<file path="config.mk">
export PLATFORM = sky130hd
export DESIGN_NAME = id_stage
export DESIGN_NICKNAME = d
export VERILOG_FILES = /design/src/rtl/id_stage_pkg.sv /design/src/rtl/id_stage_instr_decode.sv /design/src/rtl/id_stage.sv
export SDC_FILE = /design/constraint.sdc
export NUM_CORES = 1
export LEC_CHECK = 0
export CAP_MARGIN = 20
export CORE_MARGIN = 2
export CORE_UTILIZATION = 38
export CTS_CLUSTER_DIAMETER = 30
export CTS_CLUSTER_SIZE = 10
export DETAILED_ROUTE_END_ITERATION = 6
export MAX_ROUTING_LAYER = met4
export PLACE_DENSITY = 0.7
export RECOVER_POWER = 25
export SYNTH_ARGS = -nofsm -noshare
export SYNTH_HDL_FRONTEND = slang
export SYNTH_HIERARCHICAL = 1
export SYNTH_SLANG_ARGS = --single-unit
</file>
<file path="constraint.sdc">
create_clock -name clk -period 2.2 [get_ports clk]
set_input_delay 0.66 -clock clk [delete_from_list [all_inputs] [get_ports clk]]
set_output_delay 0.66 -clock clk [all_outputs]
set_load 0.05 [all_outputs]
</file>
<file path="src/rtl/id_stage_pkg.sv">
// Shared decode definitions for the instruction-decode stage: alu operation codes,
// MIPS opcode/funct constants and the decoded control bundle.
package id_stage_pkg;

   typedef enum logic [4:0] {
      ALUOP_SLL = 5'd0,
      ALUOP_SRL = 5'd1,
      ALUOP_SRA = 5'd2,
      ALUOP_ADD = 5'd3,
      ALUOP_SUB = 5'd4,
      ALUOP_AND = 5'd5,
      ALUOP_OR  = 5'd6,
      ALUOP_XOR = 5'd7,
      ALUOP_NOR = 5'd8,
      ALUOP_SLT = 5'd9,
      ALUOP_LUI = 5'd10,
      ALUOP_BEQ = 5'd11,
      ALUOP_BNE = 5'd12,
      ALUOP_MUL = 5'd13,
      ALUOP_DIV = 5'd14
   } aluop_e;

   localparam logic [5:0] OPC_RTYPE    = 6'h00;
   localparam logic [5:0] OPC_BEQ      = 6'h04;
   localparam logic [5:0] OPC_BNE      = 6'h05;
   localparam logic [5:0] OPC_ADDI     = 6'h08;
   localparam logic [5:0] OPC_ADDIU    = 6'h09;
   localparam logic [5:0] OPC_SLTI     = 6'h0A;
   localparam logic [5:0] OPC_ANDI     = 6'h0C;
   localparam logic [5:0] OPC_ORI      = 6'h0D;
   localparam logic [5:0] OPC_XORI     = 6'h0E;
   localparam logic [5:0] OPC_LUI      = 6'h0F;
   localparam logic [5:0] OPC_SPECIAL2 = 6'h1C;
   localparam logic [5:0] OPC_LW       = 6'h23;
   localparam logic [5:0] OPC_SW       = 6'h2B;

   localparam logic [5:0] FUNCT_SLL  = 6'h00;
   localparam logic [5:0] FUNCT_SRL  = 6'h02;
   localparam logic [5:0] FUNCT_SRA  = 6'h03;
   localparam logic [5:0] FUNCT_DIV  = 6'h1A;
   localparam logic [5:0] FUNCT_ADD  = 6'h20;
   localparam logic [5:0] FUNCT_ADDU = 6'h21;
   localparam logic [5:0] FUNCT_SUB  = 6'h22;
   localparam logic [5:0] FUNCT_SUBU = 6'h23;
   localparam logic [5:0] FUNCT_AND  = 6'h24;
   localparam logic [5:0] FUNCT_OR   = 6'h25;
   localparam logic [5:0] FUNCT_XOR  = 6'h26;
   localparam logic [5:0] FUNCT_NOR  = 6'h27;
   localparam logic [5:0] FUNCT_SLT  = 6'h2A;
   localparam logic [5:0] FUNCT_MUL  = 6'h02;

   typedef struct packed {
      aluop_e     aluop;
      logic [4:0] shamt;
      logic [4:0] s_idx;
      logic [4:0] t_idx;
      logic [4:0] dst_idx;
      logic       use_imm;
      logic       reg_write;
      logic       mem_read;
      logic       mem_write;
      logic       branch;
      logic       illegal;
   } dec_ctrl_t;

endpackage

</file>
<file path="src/rtl/id_stage_instr_decode.sv">
// Purely combinational 32-bit MIPS instruction decoder producing the alu control bundle.
// ACE_MULDIV_EN enables the MUL (special2) and DIV (R-type) encodings; otherwise they decode illegal.
module instr_decode
   import id_stage_pkg::*;
#(
   parameter int unsigned N = 32
) (
   input  logic [31:0]  i_instr,
   output dec_ctrl_t    o_ctrl,
   output logic [N-1:0] o_imm
);

`ifdef ACE_MULDIV_EN
   localparam bit MULDIV_EN = 1'b1;
`else
   localparam bit MULDIV_EN = 1'b0;
`endif

   logic [5:0]   w_opc;
   logic [5:0]   w_funct;
   logic [4:0]   w_rs;
   logic [4:0]   w_rt;
   logic [4:0]   w_rd;
   logic [N-1:0] w_sext;
   logic [N-1:0] w_zext;

   assign w_opc   = i_instr[31:26];
   assign w_rs    = i_instr[25:21];
   assign w_rt    = i_instr[20:16];
   assign w_rd    = i_instr[15:11];
   assign w_funct = i_instr[5:0];
   assign w_sext  = {{(N-16){i_instr[15]}}, i_instr[15:0]};
   assign w_zext  = {{(N-16){1'b0}}, i_instr[15:0]};

   always_comb begin
      o_ctrl         = '0;
      o_ctrl.aluop   = ALUOP_SLL;
      o_ctrl.s_idx   = w_rs;
      o_ctrl.t_idx   = w_rt;
      o_ctrl.dst_idx = (w_opc == OPC_RTYPE || w_opc == OPC_SPECIAL2) ? w_rd : w_rt;
      o_imm          = w_sext;

      case (w_opc)
         OPC_RTYPE: begin
            o_ctrl.reg_write = 1'b1;
            case (w_funct)
               FUNCT_SLL: begin
                  o_ctrl.aluop = ALUOP_SLL;
                  o_ctrl.shamt = i_instr[10:6];
                  o_ctrl.s_idx = w_rt;
               end
               FUNCT_SRL: begin
                  o_ctrl.aluop = ALUOP_SRL;
                  o_ctrl.shamt = i_instr[10:6];
                  o_ctrl.s_idx = w_rt;
               end
               FUNCT_SRA: begin
                  o_ctrl.aluop = ALUOP_SRA;
                  o_ctrl.shamt = i_instr[10:6];
                  o_ctrl.s_idx = w_rt;
               end
               FUNCT_ADD, FUNCT_ADDU: o_ctrl.aluop = ALUOP_ADD;
               FUNCT_SUB, FUNCT_SUBU: o_ctrl.aluop = ALUOP_SUB;
               FUNCT_AND:             o_ctrl.aluop = ALUOP_AND;
               FUNCT_OR:              o_ctrl.aluop = ALUOP_OR;
               FUNCT_XOR:             o_ctrl.aluop = ALUOP_XOR;
               FUNCT_NOR:             o_ctrl.aluop = ALUOP_NOR;
               FUNCT_SLT:             o_ctrl.aluop = ALUOP_SLT;
               FUNCT_DIV: begin
                  if (MULDIV_EN) o_ctrl.aluop   = ALUOP_DIV;
                  else           o_ctrl.illegal = 1'b1;
               end
               default:               o_ctrl.illegal = 1'b1;
            endcase
         end
         OPC_SPECIAL2: begin
            o_ctrl.reg_write = 1'b1;
            if (MULDIV_EN && w_funct == FUNCT_MUL) o_ctrl.aluop   = ALUOP_MUL;
            else                                   o_ctrl.illegal = 1'b1;
         end
         OPC_ADDI, OPC_ADDIU: begin
            o_ctrl.aluop     = ALUOP_ADD;
            o_ctrl.use_imm   = 1'b1;
            o_ctrl.reg_write = 1'b1;
         end
         OPC_SLTI: begin
            o_ctrl.aluop     = ALUOP_SLT;
            o_ctrl.use_imm   = 1'b1;
            o_ctrl.reg_write = 1'b1;
         end
         OPC_ANDI: begin
            o_ctrl.aluop     = ALUOP_AND;
            o_ctrl.use_imm   = 1'b1;
            o_ctrl.reg_write = 1'b1;
            o_imm            = w_zext;
         end
         OPC_ORI: begin
            o_ctrl.aluop     = ALUOP_OR;
            o_ctrl.use_imm   = 1'b1;
            o_ctrl.reg_write = 1'b1;
            o_imm            = w_zext;
         end
         OPC_XORI: begin
            o_ctrl.aluop     = ALUOP_XOR;
            o_ctrl.use_imm   = 1'b1;
            o_ctrl.reg_write = 1'b1;
            o_imm            = w_zext;
         end
         // alu performs the <<16 itself; the raw immediate is passed through
         OPC_LUI: begin
            o_ctrl.aluop     = ALUOP_LUI;
            o_ctrl.use_imm   = 1'b1;
            o_ctrl.reg_write = 1'b1;
            o_imm            = w_zext;
         end
         OPC_LW: begin
            o_ctrl.aluop     = ALUOP_ADD;
            o_ctrl.use_imm   = 1'b1;
            o_ctrl.reg_write = 1'b1;
            o_ctrl.mem_read  = 1'b1;
         end
         OPC_SW: begin
            o_ctrl.aluop     = ALUOP_ADD;
            o_ctrl.use_imm   = 1'b1;
            o_ctrl.mem_write = 1'b1;
         end
         OPC_BEQ: begin
            o_ctrl.aluop  = ALUOP_BEQ;
            o_ctrl.branch = 1'b1;
         end
         OPC_BNE: begin
            o_ctrl.aluop  = ALUOP_BNE;
            o_ctrl.branch = 1'b1;
         end
         default: o_ctrl.illegal = 1'b1;
      endcase

      if (o_ctrl.illegal) begin
         o_ctrl.aluop     = ALUOP_SLL;
         o_ctrl.shamt     = '0;
         o_ctrl.use_imm   = 1'b0;
         o_ctrl.reg_write = 1'b0;
         o_ctrl.mem_read  = 1'b0;
         o_ctrl.mem_write = 1'b0;
         o_ctrl.branch    = 1'b0;
      end
      if (o_ctrl.dst_idx == 5'd0) o_ctrl.reg_write = 1'b0;
   end

endmodule

</file>
<file path="src/rtl/id_stage.sv">
// Registered valid/ready decode stage with flush; decoding itself lives in instr_decode.
// ACE_MULDIV_EN (consumed by instr_decode) adds the MUL/DIV encodings.
module id_stage
   import id_stage_pkg::*;
#(
   parameter int unsigned N = 32
) (
   input  logic         clk,
   input  logic         rst_n,
   input  logic         flush,
   input  logic         in_valid,
   output logic         in_ready,
   input  logic [31:0]  in_instr,
   input  logic [N-1:0] in_pc,
   output logic         out_valid,
   input  logic         out_ready,
   output logic [4:0]   out_aluop,
   output logic [4:0]   out_shamt,
   output logic [4:0]   out_s_idx,
   output logic [4:0]   out_t_idx,
   output logic [4:0]   out_dst_idx,
   output logic [N-1:0] out_imm,
   output logic         out_use_imm,
   output logic         out_reg_write,
   output logic         out_mem_read,
   output logic         out_mem_write,
   output logic         out_branch,
   output logic         out_illegal,
   output logic [N-1:0] out_pc
);

   dec_ctrl_t    w_ctrl;
   logic [N-1:0] w_imm;
   logic         w_accept;

   dec_ctrl_t    r_ctrl;
   logic [N-1:0] r_imm;
   logic [N-1:0] r_pc;
   logic         r_valid;

   instr_decode #(.N(N)) u_decode (
      .i_instr (in_instr),
      .o_ctrl  (w_ctrl),
      .o_imm   (w_imm)
   );

   assign in_ready = rst_n & ~flush & (~r_valid | out_ready);
   assign w_accept = in_valid & in_ready;

   // flush wins over everything; a held bundle only leaves when consumed or replaced
   always_ff @(posedge clk) begin
      if (!rst_n) begin
         r_valid <= 1'b0;
         r_ctrl  <= '0;
         r_imm   <= '0;
         r_pc    <= '0;
      end else if (flush) begin
         r_valid <= 1'b0;
      end else if (w_accept) begin
         r_valid <= 1'b1;
         r_ctrl  <= w_ctrl;
         r_imm   <= w_imm;
         r_pc    <= in_pc;
      end else if (out_ready) begin
         r_valid <= 1'b0;
      end
   end

   assign out_valid     = r_valid;
   assign out_aluop     = r_ctrl.aluop;
   assign out_shamt     = r_ctrl.shamt;
   assign out_s_idx     = r_ctrl.s_idx;
   assign out_t_idx     = r_ctrl.t_idx;
   assign out_dst_idx   = r_ctrl.dst_idx;
   assign out_imm       = r_imm;
   assign out_use_imm   = r_ctrl.use_imm;
   assign out_reg_write = r_ctrl.reg_write;
   assign out_mem_read  = r_ctrl.mem_read;
   assign out_mem_write = r_ctrl.mem_write;
   assign out_branch    = r_ctrl.branch;
   assign out_illegal   = r_ctrl.illegal;
   assign out_pc        = r_pc;

endmodule

</file>
==> results.md <==
- Cell family with the largest share of critical-path delay: buffers and inverters
- Setup violation total in the final timing report: 0
- Placed Cells: roughly 890
- Row count: slightly above 40
- Sequential element share of the synthesized area: about two fifths
- HPWL after DPL: around 10000 µm
- Top-Level Pins: around 170
- Design Area, Final: between 6000 and 7000 µm²
- H-tree Lvls: 3
- Vias in the first global route: ~4700
- Worst endpoint required time: approximately 1.5 ns
- CTS clock-pin slew for the worst setup and hold paths: about 0.07 ns
- Leakage: approximately 2.7 nW
- Largest net degree at the start of global routing: 96
- Placed inst area: between 6000 and 7000 µm²
- Routed wire length per instance: 15.97 µm
- CP peak stage delay: between 0.8 and 0.9 ns
- Max IR drop VDD: roughly 0.0005 V
- Share of flip-flops with an asynchronous set or reset: 0%
- Critical path endpoint category: primary output
- Share of layout cells above drive strength 1: approximately a fifth
- Post-Syn Nets: roughly 660
- Relative area change from synthesis to final layout: 40.67%
- Number of hold violations in the final report: 0
- Max transition margin: 29.92%
- Maximum achievable frequency: about 460 MHz
- Setup TNS after final layout: 0 ns
- Top FF cell, synth: dfxtp_1
- Slew at the pin with the worst max-slew slack: 1.051 ns
- Run status: completed
- Endpoint of the worst register-to-register path: out_pc[7]$_SDFFE_PN0P_
- Clk Latency, worst-skew pair: 0.34 ns
- Non-filler cells in the finished layout: slightly above 900
- End of the worst hold path: out_aluop[2]$_SDFFE_PN0P_
- R2r worst-path depth: 5
- Number of enable-type register cells in the synthesized netlist: 0
- Hold wc startpoint: out_aluop[2]$_SDFFE_PN0P_
- Number of pins exceeding their max-slew limit in the final report: 0
- Worst path cell trace: clkdlybuf4s50_1
- Yosys warnings: 6
- Global route total overflow: 0
- Post-synthesis average cell area: between 8 and 9 µm²
- Total track usage: a little over a fifth
- Hold Crit Depth: 2
- Gate count after technology mapping: ~590
- Kind of path behind the tightest hold check: reg2reg
- Width of the chip: around 120 µm
- TritonCTS clock tree: done
- Total area of sequential cells: about 1900 µm²
- Multi-input combinational cell area: approximately 2300 µm²
- Number of buffers created by CTS: 9
- Global placer's final weighted congestion: roughly 0.9
- Number of distinct standard cells referenced by the synthesized netlist: 46
- DRC: 0
- Final min period: about 2.2 ns
- Reg2reg setup slack: approximately 0.70 ns
- Largest cells by area after synthesis: dfxtp_1 39%, nand4_1 12%, o21ai_2 9.1%
- Cell accounting for the most synthesized area: dfxtp_1
- Worst path bufs/invs: 1
- DRT Pass-1 Iters: 4
- Number of buffer cells added on primary ports: between 150 and 200
- Initial core utilization: 38.88%
- Standard cell with the maximum stage delay on the critical path: clkdlybuf4s50_1
- Via density: ~5.3
- Post-synthesis cell area: between 4000 and 5000 µm²
- R2r startpoint: out_valid$_SDFFE_PP0P_
- Final worst path period share: between 90% and 100%
- Number of DRC violations after detailed-routing iteration 0: ~370
- Max_cap viols: 0
- CTS root buffer: clkbuf_16
- Signal arrival time at the worst endpoint: 1.52 ns
- Class of the most critical setup path: reg2out
- Filler Cell Count: 1176
- Count of nets left with antenna violations after detail routing: 0
- Number of synthesized register bits: 96
- Chip height: approximately 120 µm
- Routed Wire Length: 14520 µm
- Floorplan die area: around 14000 µm²
- Max Fanout on Critical Path: 2
- Buffers from clock root to sink, at most: 2
- Routed via count: ~4800
- First-pass GRT wire length: about 23000 µm
- Worst setup skew after layout: approximately 0.0032 ns
- Unrepaired setup endpoints after global routing: false
- Portion of synthesized cell area occupied by the leading cell type: roughly two fifths
- Area of the placeable core: between 10000 and 15000 µm²
- Number of clock sinks seen by CTS: 96
- Worst hold slack: approximately 0.46 ns
- Initial antenna violation count: 1
- Kind of start point of the critical path: register
- Power density normalized to cell area: around 640 nW/µm²
- Total Nets Final: 800
-- cell families after synthesis --
family | Yosys count | share of synthesized area, %
AND/OR/NAND/NOR | 249 | 26.61
AO/OA/AOI/OAI | 128 | 18.36
buffers and inverters | 108 | 13.16
flip-flops | 96 | 39.33
multiplexers | 10 | 2.279
XOR/XNOR | 1 | 0.1793
other | 1 | 0.07675
-- worst register-to-register path, stage by stage (launching register included) --
cell      delay, ns
dfxtp_1        0.34
nand2b_4       0.08
buf_4          0.12
and3_4         0.22
clkbuf_4       0.42
o21ai_0        0.19
-- Yosys cell counts, types with 2 or more instances --
library cell  instances
a21oi_1               6
a31oi_1               2
and2_1                6
and3_1                2
buf_2                12
buf_4                38
buf_6                10
clkbuf_1             35
clkbuf_2              4
dfxtp_1              96
inv_1                 9
mux2_2                9
nand2_1             102
nand2b_1              5
nand3_1               5
nand4_1              97
nor2_1               10
nor2b_1               4
nor3_1                7
o21ai_0              56
o21ai_2              51
o32ai_1               2
or4_1                 2
-- registers in the layout (all words and copies together), names as in the netlist --
name,cells
out_t_idx,5
out_s_idx,5
out_reg_write,1
out_imm,32
out_branch,1
out_mem_read,1
out_dst_idx,5
out_mem_write,1
out_shamt,5
out_pc,32
out_illegal,1
out_aluop,5
out_valid,1
out_use_imm,1
-- per-stage QoR --
step	utilization (%)	setup slack (ns)	power, W
global route	54.68	0.00008560	0.004566
detailed placement	52.50	-0.3842	0.002923
finish	54.68	0.02196	0.004404
floorplan	-	0.001563	0.002551
global placement	52.50	-0.3529	0.002908
CTS	54.81	0.004409	0.004457
-- how the worst max path moves through the flow --
stage / start / to / depth (start not counted) / slack [ns]
after global placement: in_instr[3] / out_reg_write$_SDFFE_PN0P_ / 8 / -0.35
after detailed placement: in_instr[28] / out_reg_write$_SDFFE_PN0P_ / 9 / -0.38
after global routing: out_pc[18]$_SDFFE_PN0P_ / out_pc[18] / 1 / 0.00009
after CTS: in_instr[27] / out_reg_write$_SDFFE_PN0P_ / 8 / 0.004
final: out_imm[17]$_SDFFE_PN0P_ / out_imm[17] / 1 / 0.02
after floorplan: rst_n / in_ready / 6 / 0.002
-- report_power, final --
group	total, W	internal (W)	switching [W]
sequential	0.00187	0.00182	0.0000463
clock	0.00154	0.000860	0.000678
combinational	0.000998	0.000375	0.000623
total	0.00440	0.00306	0.00135
-- repair_timing --
item                       4_1_cts  5_1_grt
hold buffers                     0        0
gates resized for setup          2       26
setup endpoints to repair        2       15
buffers inserted                 0        5
pin swaps                        0        4
-- layout make-up --
type	instances	area share, %
multi-input combinational	389	33.75
clock inverter	4	0.3823
timing repair buffer	226	30.37
antenna	1	0.03641
sequential	96	27.96
clock buffer	12	3.878
tap	172	3.131
inverter	9	0.4915
-- layout by cell type (no fill, tap or decap), types with 3 or more instances in the layout --
cell,instances
clkbuf_8,3
and2_1,5
nand2_1,102
o21ai_2,43
nor2b_1,5
dfxtp_1,96
nand2b_1,4
dlymetal6s2s_1,18
o21ai_0,63
buf_12,6
mux2_2,9
nor3_1,7
inv_1,9
nor2_1,8
nand4_1,97
nand3_1,4
buf_4,53
clkbuf_1,22
a21oi_1,5
clkdlybuf4s50_1,120
clkbuf_16,9
-- metal layers --
metal	track usage (%)	routed length (µm)	vias up
met4	8.057	406	0
met5	-	0	-
met2	34.03	7061	157
met1	26.44	6301	2287
li1	-	-	2350
met3	4.037	747	29
(Power assumes the default switching activity.)
